[src/rtl/alu_pkg.sv]
// Definitions shared across the lab ALU datapath: the serial subtractor's FSM
// states and the default datapath width.
package alu_pkg;

  typedef enum logic [1:0] {
    IDLE,
    RUN,
    DONE
  } sub_state_t;

  localparam int unsigned ALU_W = 8;

endpackage : alu_pkg

[src/rtl/add1b.sv]
// 1-bit full-adder cell: r = a ^ b ^ ci, with the majority function as carry out.
module add1b (
  input  logic a,
  input  logic b,
  input  logic ci,
  output logic r,
  output logic co
);

  assign r  = a ^ b ^ ci;
  assign co = (a & b) | (a & ci) | (b & ci);

endmodule : add1b

[src/rtl/sub_serial.sv]
// Bit-serial two's-complement subtractor: diff = a + ~b + 1, LSB first, through
// a single full-adder slice with a registered carry. Reports borrow and signed overflow.
module sub_serial
  import alu_pkg::*;
#(
  parameter int unsigned W = ALU_W
) (
  input  logic         clk,
  input  logic         rst_n,
  input  logic         start,
  input  logic [W-1:0] a,
  input  logic [W-1:0] b,
  output logic         busy,
  output logic         done,
  output logic [W-1:0] diff,
  output logic         borrow,
  output logic         ovf
);

  localparam int unsigned CW = $clog2(W);
  localparam logic [CW-1:0] CNT_LAST = CW'(W - 1);

  sub_state_t    state_q, state_d;
  logic [W-1:0]  sa_q, sa_d;
  logic [W-1:0]  sb_q, sb_d;
  logic [W-1:0]  diff_q, diff_d;
  logic [CW-1:0] cnt_q, cnt_d;
  logic          carry_q, carry_d;
  logic          borrow_q, borrow_d;
  logic          ovf_q, ovf_d;

  logic          slice_s;
  logic          slice_co;

  add1b u_slice (
    .a  (sa_q[0]),
    .b  (sb_q[0]),
    .ci (carry_q),
    .r  (slice_s),
    .co (slice_co)
  );

  always_comb begin
    state_d  = state_q;
    sa_d     = sa_q;
    sb_d     = sb_q;
    diff_d   = diff_q;
    cnt_d    = cnt_q;
    carry_d  = carry_q;
    borrow_d = borrow_q;
    ovf_d    = ovf_q;

    unique case (state_q)
      IDLE: begin
        if (start) begin
          sa_d     = a;
          sb_d     = ~b;
          carry_d  = 1'b1;
          cnt_d    = '0;
          diff_d   = '0;
          borrow_d = 1'b0;
          ovf_d    = 1'b0;
          state_d  = RUN;
        end
      end

      RUN: begin
        diff_d  = {slice_s, diff_q[W-1:1]};
        sa_d    = sa_q >> 1;
        sb_d    = sb_q >> 1;
        carry_d = slice_co;
        cnt_d   = cnt_q + CW'(1);
        if (cnt_q == CNT_LAST) begin
          // carry_q is the carry into the MSB here, so no separate cprev flop is kept.
          borrow_d = ~slice_co;
          ovf_d    = carry_q ^ slice_co;
          cnt_d    = '0;
          state_d  = DONE;
        end
      end

      DONE: begin
        state_d = IDLE;
      end

      default: begin
        state_d = IDLE;
      end
    endcase
  end

  always_ff @(posedge clk) begin
    if (!rst_n) begin
      state_q  <= IDLE;
      sa_q     <= '0;
      sb_q     <= '0;
      diff_q   <= '0;
      cnt_q    <= '0;
      carry_q  <= 1'b0;
      borrow_q <= 1'b0;
      ovf_q    <= 1'b0;
    end else begin
      state_q  <= state_d;
      sa_q     <= sa_d;
      sb_q     <= sb_d;
      diff_q   <= diff_d;
      cnt_q    <= cnt_d;
      carry_q  <= carry_d;
      borrow_q <= borrow_d;
      ovf_q    <= ovf_d;
    end
  end

  assign busy   = (state_q == RUN);
  assign done   = (state_q == DONE);
  assign diff   = diff_q;
  assign borrow = borrow_q;
  assign ovf    = ovf_q;

endmodule : sub_serial

[config.mk]
export PLATFORM = sky130hd
export DESIGN_NAME = sub_serial
export DESIGN_NICKNAME = d
export VERILOG_FILES = /design/src/rtl/alu_pkg.sv /design/src/rtl/add1b.sv /design/src/rtl/sub_serial.sv
export SDC_FILE = /design/constraint.sdc
export NUM_CORES = 1
export LEC_CHECK = 0
export BUFFER_PORTS_ARGS = -buffer_cell sky130_fd_sc_hd__buf_2
export CELL_PAD_IN_SITES_DETAIL_PLACEMENT = 1
export CELL_PAD_IN_SITES_GLOBAL_PLACEMENT = 1
export CORE_MARGIN = 8
export CORE_UTILIZATION = 39
export CTS_CLUSTER_DIAMETER = 80
export CTS_CLUSTER_SIZE = 14
export DETAILED_ROUTE_END_ITERATION = 10
export PLACE_DENSITY_LB_ADDON = 0.1
export SLEW_MARGIN = 25
export SYNTH_ARGS = -nofsm -noshare
export SYNTH_HDL_FRONTEND = slang
export SYNTH_SLANG_ARGS = --single-unit
[constraint.sdc]
create_clock -name clk -period 1.93 [get_ports clk]
set_input_delay 0.193 -clock clk [delete_from_list [all_inputs] [get_ports clk]]
set_output_delay 0.193 -clock clk [all_outputs]
set_load 0.01 [all_outputs]
==> results_dict.tcl, run 1 <==
set metrics [dict create \
    vias_per_cell 5.22 \
    clk_latency_ns 0.33 \
    rows 21 \
    synth-main-ff-cell "dfxtp_1" \
    ys.warnings.count 0 \
    core_area_um2 3340 \
    synth-seq-cells 32 \
    slew_headroom 0.752 \
    port_buffers 30 \
    fin_nets 210 \
    async_reset_ff_frac 0 \
    min_period_ns 1.67 \
    wl_per_cell_um 14.4 \
    timing.fmax_mhz 599 \
    path_buf_inv 1 \
    maxCapViolCount 0 \
    ir_drop_mv 0.480 \
    crit_required_ns 2.19 \
    whs_path_depth 3 \
    antenna_cells 0 \
    vias 1222 \
    grt_use_met2 0.222 \
    stdcell_area_um2 1640 \
    synth_cell_types 29 \
    status "finished clean" \
    fin_skew_ns 0.0115 \
    cts_tree "built" \
    grt-busiest-layer "met2" \
    crit_chain "inv_1, fa_1, xor2_1, or4_1, a21oi_1" \
    crit_family "adder cells" \
    critical_path_class "reg2reg" \
    route.detailed.drc 0 \
    final.fill_count 433 \
    slew_viol_final 0 \
    cp-end-kind "register" \
    place.gp.congestion 0.695 \
    place_area_um2 1560 \
    rsz0062_at_grt "no" \
    pwr_density_cell_nw_per_um2 845 \
    grt_pass1_vias 1219 \
    drive_above_1_share 0.250 \
    path_max_fanout 3 \
    drtAntennaViolNets 0 \
    num_io_pins 31 \
    root_buffer "clkbuf_4" \
    p_leak_nw 0.721 \
    clkTransAtPathRegs_ns 0.09 \
    clk_path_buf_depth 2 \
    die_area_um2 5620 \
    cts_setup_buffers 0 \
    yosys.area_share.adder 0.0425 \
    grt_use_met1 0.155 \
    cpPeakStageDelay_ns 0.48 \
    area_delta_synth_final_pct 20.7 \
    r2r_cells 5 \
    cts_max_level 2 \
    grt_max_degree 22 \
    muxShareOfSynthArea 0.0148 \
    die_w_um 74.9 \
    startpoint_type "register" \
    min_path_type "in2reg" \
    cts_inserted_buffers 5 \
    synth_fp_nets 177 \
    synth_compound_area_frac 0.223 \
    fin_setup_tns_ns 0 \
    synth_top_family_by_area "compound AO/OA/AOI/OAI gates" \
    synth-simple-area-share 0.181 \
    worst_path_max_delay_cell "fa_1" \
    grt_usage 0.135 \
    syn_area_per_cell_um2 8.80 \
    clock_sinks 32 \
    synthXorXnorAreaFrac 0.00646 \
    overflow 0 \
    synth-edff-count 0 \
    drtIter0Drc 67 \
    fp.dieH_um 74.9 \
    setup_viol 0 \
    first_pass_iters 4 \
    synth_cells 154 \
    wirelength_mm 3.36 \
    power_mw 1.38 \
    antenna_found_initial 0 \
    fin_crit_sh 0.864 \
    grt_pass1_wl_mm 5.83 \
    hold_viol_final 0 \
    worstPathArrival_ns 1.93 \
    start_util 0.406 \
    worst-slew-pin-transition_ns 0.372 \
    critical_path_depth 5 \
    syn-cell-area_um2 1360 \
    yosysSeqAreaShare 0.473 \
    use_met3 0.0479 \
    dp_hpwl_mm 2.46 \
]
## Yosys cell counts (all sizes together), types with 2 or more instances
cell type / n / share of area
a21oi: 15 / 0.055
inv: 6 / 0.017
mux2i: 2 / 0.015
o31ai: 7 / 0.039
clkbuf: 2 / 0.0055
buf: 8 / 0.034
o21ai: 7 / 0.026
nor2: 21 / 0.058
a221oi: 2 / 0.013
a22oi: 12 / 0.066
ha: 3 / 0.028
nand3: 7 / 0.026
and2: 7 / 0.032
nor3: 2 / 0.0074
nand2: 9 / 0.025
dfxtp: 32 / 0.47
## metrics by stage
stage / setup slack, ns / hold WS, ns / utilization / std cells
after floorplan: 0.354 / 0.327 / - / 154
after global placement: 0.328 / 0.435 / 0.467 / 226
after detailed placement: 0.260 / 0.442 / 0.467 / 226
after CTS: 0.102 / 0.0869 / 0.490 / 234
after global routing: 0.151 / 0.104 / 0.490 / 234
final: 0.262 / 0.0982 / 0.490 / 234
## power breakdown
group          switching [mW]  internal [mW]
Combinational          0.0969         0.0751
Sequential             0.0229          0.697
Clock                   0.219          0.271
Total                   0.339           1.04
## path summary, 6_finish.rpt
path / from / endpoint / slack (ns)
hold reg to reg: sb_q[4] / sb_q[4] / 0.47
hold / removal: a[1] / sa_q[1] / 0.1
setup / recovery: carry_q / ovf / 0.26
setup reg to reg: carry_q / ovf / 0.26
## flip-flops by register name, summed over array words and instances (netlist names)
name and count:
sa_q 8, cnt_q 3, diff 8, state_q 2, ovf 1, sb_q 8
borrow 1, carry_q 1
## worst min-delay path: stages
cell     delay (ns)
buf_2          0.09
nand2_1        0.04
a21oi_1        0.05
## logic make-up after synthesis
family	after synthesis
flip-flops	32
multiplexers	2
AO/OA/AOI/OAI	47
AND/OR/NAND/NOR	51
buffers and inverters	17
adder cells (fa/ha/maj)	4
XOR/XNOR	1
## timing repair
item	4_1_cts	5_1_grt
gates resized for setup	0	1
hold buffers	0	0
setup endpoints to repair	0	1
## final cells by class
type	count	area (um2)	share of cell area
clock buffer	6	41.3	0.0252
inverter	7	26.3	0.0161
clock inverter	2	35.0	0.0214
tap	46	57.6	0.0352
timing repair buffer	36	195	0.119
sequential	32	642	0.393
multi-input combinational	105	638	0.390
## placed cells by master (no fill, tap or decap), drive strengths merged, types with 2 or more instances in the layout
cell	count
dfxtp	32
a22oi	12
nand3	7
nor2	21
and2	7
mux2i	2
inv	6
clkbuf	6
o21ai	7
ha	3
nor3	2
a21oi	15
buf	36
nand2	9
o31ai	7
clkinv	2
a221oi	2
## per-layer routing
layer  part of all wire  vias to the layer above
li1                   -                      604
met1               0.42                      588
met2               0.51                       22
met3              0.061                        8
met4              0.017                        0
met5                  0                        -
Power figures use the tool's default switching activity.
==> run 2: changes to the inputs <==
- BUFFER_PORTS_ARGS: -buffer_cell sky130_fd_sc_hd__buf_2 -> -buffer_cell sky130_fd_sc_hd__buf_4
- REMOVE_ABC_BUFFERS: default -> 1
==> results_dict.tcl, run 2 (same netlist as run 1, synthesis figures left out) <==
set metrics [dict create \
    drtIter0Drc 51 \
    dpl.cell_count 226 \
    power_mw 1.30 \
    timing.fmax_mhz 581 \
    cp-endpoint "busy" \
    rows 21 \
    highest_layer "met4" \
    die_area_um2 5620 \
    r2r_setup_slack_ns 0.22 \
    clock_sinks 32 \
    min_path_type "in2reg" \
    utilization 0.507 \
    grt_usage 0.141 \
    cts_tree "built" \
    fin_ws_ns 0.208 \
    antenna_found_initial 0 \
    vias 1219 \
    final.fill_count 405 \
    status "finished clean" \
    path_max_fanout 10 \
    overflow 0 \
    clk_path_buf_depth 2 \
    fp.dieH_um 74.9 \
    r2r_cells 5 \
    drtAntennaViolNets 0 \
    cts_setup_buffers 0 \
    worst-slew-pin-transition_ns 0.499 \
    fin_skew_ns 0.00511 \
    num_io_pins 31 \
    drive_above_1_share 0.245 \
    startpoint_type "register" \
    rsz0062_at_grt "no" \
    fin_crit_sh 0.892 \
    clkTransAtPathRegs_ns 0.09 \
    worstPathArrival_ns 1.53 \
    slew_headroom 0.667 \
    mostFrequentLayoutCells "36 x buf_4, 31 x dfxtp_1, 21 x nor2_1, 15 x a21oi_1, 12 x a22oi_1" \
    cts_max_level 2 \
    worstReg2RegStart "carry_q" \
    grt_max_degree 17 \
    first_pass_iters 4 \
    hold_viol_final 0 \
    route.met3.wl_um 196 \
    wl_met1_mm 1.60 \
    grt_pass1_wl_mm 6.09 \
    vias_per_cell 5.21 \
    maxCapViolCount 0 \
    port_buffers 30 \
    crit_required_ns 1.74 \
    pre_cts_slack_ns 0.260 \
    cp-end-kind "output pin" \
    final_cells 234 \
    hold_slack_ns 0.100 \
    ir_drop_mv 0.349 \
    root_buffer "clkbuf_4" \
    place.gp.congestion 0.698 \
    clk_latency_ns 0.33 \
    die_w_um 74.9 \
    wirelength_mm 3.50 \
    pwr_density_cell_nw_per_um2 769 \
    min_period_ns 1.72 \
    worstSetupStartpoint "state_q[1]" \
    route.detailed.drc 0 \
    final_common_cell "buf_4" \
    area_delta_synth_final_pct 24.9 \
    critical_path_class "reg2out" \
    cts_inserted_buffers 5 \
    fin_nets 210 \
    wl_per_cell_um 15.0 \
    r2r-end "ovf" \
    p_leak_nw 0.726 \
    dp_hpwl_mm 2.64 \
    route.met2.wl_mm 1.63 \
    core_area_um2 3340 \
    antenna_cells 0 \
    slew_viol_final 0 \
    start_util 0.406 \
    grt_pass1_vias 1354 \
    setup_viol 0 \
]
[run 2: metrics by stage]
step | TNS (ns) | cell area (um2)
floorplan | -0.00125 | 1300
global placement | 0 | 1630
detailed placement | 0 | 1630
CTS | 0 | 1690
global route | 0 | 1690
finish | 0 | 1690
[run 2: worst min-delay path by stage]
stage / cells after the start / end / slack (ns) / start
2_1_floorplan: 2 / sa_q[1] / 0.33 / a[1]
3_3_place_gp: 3 / sa_q[7] / 0.43 / a[7]
3_5_place_dp: 3 / sa_q[7] / 0.44 / a[7]
4_1_cts: 3 / sa_q[7] / 0.09 / a[7]
5_1_grt: 3 / sa_q[6] / 0.10 / a[6]
6_report: 3 / sa_q[7] / 0.10 / a[7]
[run 2: repair_timing]
action / 4_1_cts / 5_1_grt
endpoints found under the setup margin: 0 / 1
resized for setup: 0 / 1
hold buffers: 0 / 0
endpoints found under the hold margin: 0 / 0
[run 2: power by group]
part / internal, mW / total [mW] / switching, mW
Sequential: 0.697 / 0.719 / 0.0226
Clock: 0.180 / 0.397 / 0.217
Combinational: 0.0873 / 0.186 / 0.0990
[run 2: layer usage]
metal	vias up	track usage
met5	-	0
met4	0	0.0761
met3	8	0.0439
met2	23	0.227
met1	583	0.161
li1	605	-
[run 2: critical path: stages (launching register included)]
cell      delay [ns]
dfxtp_1         0.45
nand2b_4        0.25
inv_1           0.16
buf_4           0.20
buf_4           0.14
[run 2: cell type report]
class / count / area (um2) / area share
multi-input combinational: 105 / 638 / 0.377
tap: 46 / 57.6 / 0.0340
timing repair buffer: 36 / 270 / 0.160
clock buffer: 8 / 58.8 / 0.0347
sequential: 32 / 642 / 0.379
inverter: 7 / 26.3 / 0.0155
